**config.mk**
```make
export PLATFORM = sky130hd
export DESIGN_NAME = pipelined_cla_adder
export DESIGN_NICKNAME = d
export VERILOG_FILES = /design/src/rtl/pipelined_cla_adder.sv
export SDC_FILE = /design/constraint.sdc
export NUM_CORES = 1
export LEC_CHECK = 0
export ABC_AREA = 1
export CAP_MARGIN = 10
export CORE_MARGIN = 2
export CORE_UTILIZATION = 50
export CTS_CLUSTER_SIZE = 12
export DETAILED_ROUTE_END_ITERATION = 6
export DONT_BUFFER_PORTS = 1
export PLACE_DENSITY = 0.74
export RECOVER_POWER = 25
export SYNTH_ARGS = -nofsm -noshare
export SYNTH_HDL_FRONTEND = slang
export SYNTH_SLANG_ARGS = --single-unit
```
**constraint.sdc**
```tcl
create_clock -name clk -period 3.17 [get_ports clk]
set_input_delay 0.4755 -clock clk [delete_from_list [all_inputs] [get_ports clk]]
set_output_delay 0.4755 -clock clk [all_outputs]
set_load 0.01 [all_outputs]
```
**src/rtl/pipelined_cla_adder.sv**
```systemverilog
// Pipelined carry-lookahead adder/subtractor with valid/ready flow control on both sides.
// Defining PCLA_SAT_EN adds the sat port and signed saturation of sum.
module pipelined_cla_adder #(
  parameter int WIDTH   = 32,
  parameter int GROUP   = 4,
  parameter int LATENCY = 2
) (
  input  logic             clk,
  input  logic             rst_n,
  input  logic             in_valid,
  output logic             in_ready,
  input  logic [WIDTH-1:0] a,
  input  logic [WIDTH-1:0] b,
  input  logic             cin,
  input  logic             sub,
`ifdef PCLA_SAT_EN
  input  logic             sat,
`endif
  output logic             out_valid,
  input  logic             out_ready,
  output logic [WIDTH-1:0] sum,
  output logic             cout,
  output logic             ovf,
  output logic             Gm,
  output logic             Pm
);

  localparam int NG = WIDTH / GROUP;
  localparam int NB = (LATENCY > 1) ? LATENCY - 1 : 1;

  typedef struct packed {
    logic             valid;
    logic [WIDTH-1:0] p;
    logic [WIDTH-1:0] g;
    logic [NG-1:0]    gg;
    logic [NG-1:0]    pg;
    logic             ci;
    logic             sat;
    logic             amsb;
  } front_t;

  typedef struct packed {
    logic             valid;
    logic [WIDTH-1:0] sum;
    logic             cout;
    logic             ovf;
    logic             gm;
    logic             pm;
  } back_t;

  // Bit generate/propagate and first lookahead level (per-group G/P).
  function automatic front_t stage1_calc(input logic vld, input logic [WIDTH-1:0] av,
                                         input logic [WIDTH-1:0] bv, input logic ci_in,
                                         input logic sb, input logic st);
    front_t f;
    logic [WIDTH-1:0] bx;
    logic gacc;
    logic pacc;
    f = '0;
    bx = sb ? ~bv : bv;
    f.valid = vld;
    f.g = av & bx;
    f.p = av ^ bx;
    f.ci = ci_in ^ sb;
    f.sat = st;
    f.amsb = av[WIDTH-1];
    for (int k = 0; k < NG; k++) begin
      gacc = 1'b0;
      pacc = 1'b1;
      for (int j = 0; j < GROUP; j++) begin
        gacc = f.g[k*GROUP+j] | (f.p[k*GROUP+j] & gacc);
        pacc = pacc & f.p[k*GROUP+j];
      end
      f.gg[k] = gacc;
      f.pg[k] = pacc;
    end
    return f;
  endfunction

  // Second lookahead level: group carries, bit carries, sum and flags.
  function automatic back_t stage2_calc(input front_t f);
    back_t r;
    logic [NG:0] cg;
    logic [WIDTH-1:0] cb;
    logic carry;
    r = '0;
    cg = '0;
    cb = '0;
    cg[0] = f.ci;
    r.gm = 1'b0;
    r.pm = 1'b1;
    for (int k = 0; k < NG; k++) begin
      cg[k+1] = f.gg[k] | (f.pg[k] & cg[k]);
      r.gm = f.gg[k] | (f.pg[k] & r.gm);
      r.pm = r.pm & f.pg[k];
    end
    for (int k = 0; k < NG; k++) begin
      carry = cg[k];
      for (int j = 0; j < GROUP; j++) begin
        cb[k*GROUP+j] = carry;
        carry = f.g[k*GROUP+j] | (f.p[k*GROUP+j] & carry);
      end
    end
    r.valid = f.valid;
    r.sum = f.p ^ cb;
    r.cout = cg[NG];
    r.ovf = cb[WIDTH-1] ^ cg[NG];
`ifdef PCLA_SAT_EN
    // Clamp only the sum; the flags keep reporting the raw result.
    if (f.sat && r.ovf) begin
      r.sum = f.amsb ? {1'b1, {(WIDTH-1){1'b0}}} : {1'b0, {(WIDTH-1){1'b1}}};
    end else begin
      r.sum = f.p ^ cb;
    end
`endif
    return r;
  endfunction

  logic   adv_s;
  logic   sat_s;
  front_t front_s;
  back_t  back_in_s;
  back_t  back_r [NB];

`ifdef PCLA_SAT_EN
  assign sat_s = sat;
`else
  assign sat_s = 1'b0;
`endif

  assign adv_s    = out_ready | ~back_r[NB-1].valid;
  assign in_ready = adv_s;
  assign front_s  = stage1_calc(in_valid, a, b, cin, sub, sat_s);

  generate
    if (LATENCY > 1) begin : g_front
      front_t front_r;

      // Stage 1 register: group G/P, bit g/p and effective carry-in.
      always_ff @(posedge clk or negedge rst_n) begin
        if (!rst_n) begin
          front_r <= '0;
        end else if (adv_s) begin
          front_r <= front_s;
        end
      end

      assign back_in_s = stage2_calc(front_r);
    end else begin : g_nofront
      assign back_in_s = stage2_calc(front_s);
    end
  endgenerate

  // Result register followed by pure re-timing stages; all shift together on adv.
  always_ff @(posedge clk or negedge rst_n) begin
    if (!rst_n) begin
      for (int i = 0; i < NB; i++) begin
        back_r[i] <= '0;
      end
    end else if (adv_s) begin
      back_r[0] <= back_in_s;
      for (int i = 1; i < NB; i++) begin
        back_r[i] <= back_r[i-1];
      end
    end
  end

  assign out_valid = back_r[NB-1].valid;
  assign sum       = back_r[NB-1].sum;
  assign cout      = back_r[NB-1].cout;
  assign ovf       = back_r[NB-1].ovf;
  assign Gm        = back_r[NB-1].gm;
  assign Pm        = back_r[NB-1].pm;

endmodule

```
==> metrics.md <==
| Metric | Value |
|---|---|
| Area delta synth->final | 6.80% |
| Largest net degree at the start of global routing | 112 |
| Post-Synthesis Cells | 633 |
| Crit path DAT | 3.04 ns |
| Ranking of synthesized cells by area | dfrtp_1, nand2_1, ha_1, xor2_1, o21ai_0 |
| Die height | 110 um |
| Ys flop type | dfrtp_1 |
| Leakage power | 3.22 nW |
| Max Freq | 350 MHz |
| CP startpoint kind | register |
| DR iter-0 viols | 215 |
| Crit Path Max Fanout | 3 |
| Clk sink count | 111 |
| Gr ovfl total | 0 |
| WS Path Type | register to register |
| Area of the multi-input gates | 0.00268 sq mm |
| DP HPWL | 7920 um |
| Clock Root Buffer | clkbuf_16 |
| # IOs | 108 |
| Post-route DRC violation count | 0 |
| Nets | 748 |
| Worst Tran Pin Value | 2.72 ns |
| Seq/Total Area, Yosys | 49.2% |
| Cell Rows | 38 |
| Total CTS buffers | 9 |
| Slew headroom | -81.0% |
| DP Cell Count | 750 |
| Post-synthesis average cell area | 8.92 sq um |
| CP Capture Type | register |
| Synthesized Nets | 759 |
| Worst slack, placed | 0.233 ns |
| Skew final | 0.00813 ns |
| Core Util, Final | 55.1% |
| DR WL/cell | 14.9 um |
| Clock-pin slew on the worst setup and hold paths | 0.07 ns |
| Mapped Area | 0.00565 sq mm |
| First-pass GRT wire length | 18900 um |
| GP Congestion | 0.839 |
| Post-layout min period | 2.86 ns |
| CORE AREA | 0.0109 sq mm |
| Synthesized flop and latch total | 111 |
| Synthesis warning total | 0 |
| Initial antenna violation count | 0 |
| Hold_ws | 0.249 ns |
| Worst VDD drop | 0.293 mV |
| Initial Utilization | 51.6% |
| Register area | 0.00278 sq mm |
| Post-synth EDFFs | 0 |
| Share of layout cells above drive strength 1 | 8.00% |
| Pwr dens | 663 mW/mm^2 |
| Final Non-Filler Cells | 765 |
| Total number of vias | 4008 |
| Die Footprint | 0.0122 sq mm |
| Slew Limit Fails | 112 |
| Most common cell after layout, fill and taps aside | nand2_1 |
| Synth top area share | 49.2% |
| Failing checks | capacitance limit, slew limit |
| Critical path required time | 3.35 ns |
| Final WS setup | 0.310 ns |
| Total negative setup slack | 0 ns |
| Hold crit path type | input port to register |
| H-tree levels | 3 |
| Number of global-route vias before repair | 4016 |
| Fin crit share | 90.2% |
| Overall Power | 4.00 mW |
| Post-route cell area | 0.00603 sq mm |
| Die X | 110 um |
| Clock latency on the worst-skew pair | 0.35 ns |
| Fin. Hold Viols | 0 |
| Post-synth ARST share | 100% |
| Inserted Diodes | 0 |
| Drt via density | 5.24 |
| Most frequent cells in the layout | nand2_1, dfrtp_1, ha_1 |
| RSZ-0062 raised after global routing | false |
| Placed inst area | 0.00576 sq mm |
| DRT Pass-1 Iters | 6 |
| Status | finished, violations left |
| Total Routed Length | 11400 um |
| Max Cap Viol | 1 |
| Clock Tree Buf Depth | 2 |
| IO buf count | 0 |
| Total Routing Usage GR | 20.2% |
| Filler Cells Inserted | 1021 |
| CTS tree | built |
| Yosys top cell by area | dfrtp_1 |
| Final Setup Violations | 0 |
| Post-synth cell types | 23 |
| Final ANT Viol Nets | 0 |
## state kept, by name, indices dropped and copies added (netlist names)
register,count
Pm,1
back_in_s,1
cout,1
ovf,1
g_front.front_r,73
out_valid,1
Gm,1
sum,32
## cell families (layout without fill, tap and decap cells)
| group | count (synthesis) | after routing | share of synthesized area [%] |
|---|---|---|---|
| flip-flops | 111 | 111 | 49.2 |
| buffers and inverters | 50 | 42 | 3.46 |
| AO/OA/AOI/OAI | 45 | 45 | 5.21 |
| AND/OR/NAND/NOR | 330 | 330 | 23.4 |
| XOR/XNOR | 41 | 41 | 6.36 |
| adder cells (fa/ha/maj) | 56 | 56 | 12.4 |
## power by group
group          switching [mW]  total, mW  internal (mW)
logic                   0.517      0.876          0.360
clock network           0.494       1.04          0.547
registers               0.325       2.08           1.76
total                    1.34       4.00           2.67
## layer usage
layer / track usage [%] / routed length (um) / vias up
met5: 0 / 0 / -
met4: 9.46 / 341 / 0
met3: 3.53 / 493 / 20
met2: 32.5 / 5400 / 86
met1: 26.5 / 5140 / 1913
li1: - / - / 1989
## area by class of cell
type / instances / area share (%)
inverters: 24 / 1.49
clock buffers: 11 / 4.02
multi-input cells: 472 / 44.5
well taps: 140 / 2.90
flip-flops and latches: 111 / 46.1
clock inverters: 3 / 0.353
repair buffers: 4 / 0.664
## cells in the mapped netlist (7+ instances only)
cell      instances
dfrtp_1         111
clkbuf_1         19
o21ai_0          20
o221ai_1          8
nand2_2          14
nand2_1         284
inv_1            23
xor2_1           40
a221oi_1          7
nor2_1           11
ha_1             56
or2_2            16
## path summary, 6_finish.rpt
check / from / endpoint / slack [ns] / depth (start not counted)
worst max-delay path: g_front.front_r[2]$_DFFE_PN0P_ / sum[31]$_DFFE_PN0P_ / 0.31 / 22
worst min-delay path: in_valid / back_in_s[36]$_DFFE_PN0P_ / 0.25 / 2
worst max register to register: g_front.front_r[2]$_DFFE_PN0P_ / sum[31]$_DFFE_PN0P_ / 0.31 / 22
worst min register to register: back_in_s[36]$_DFFE_PN0P_ / out_valid$_DFFE_PN0P_ / 0.45 / 2
max in group asynchronous: rst_n / sum[4]$_DFFE_PN0P_ / 0.61 / 1
min in group asynchronous: rst_n / g_front.front_r[29]$_DFFE_PN0P_ / 0.99 / 1
## worst max-delay path, stage by stage, from the launching register on
cell and delay, ns:
dfrtp_1 0.39, nand2_1 0.09, nand2_2 0.06, nand2_2 0.06, nand2_2 0.06, nand2_2 0.06
nand2_2 0.06, nand2_2 0.06, nand2_2 0.06, nand2_2 0.06, nand2_2 0.06, nand2_2 0.06
nand2_2 0.06, nand2_2 0.06, nand2_2 0.06, ha_1 0.17, or2_2 0.27, ha_1 0.17
or2_2 0.29, ha_1 0.19, nor2_2 0.15, xor2_1 0.15, o21ai_0 0.09
## what timing repair did
item / CTS / global route
hold endpoints to repair: 111 / 0
setup buffers: 0 / 0
hold buffers: 1 / 0
endpoints found under the setup margin: 0 / 1
resized for setup: 0 / 1
No activity file was read; power rests on OpenSTA's default activity.
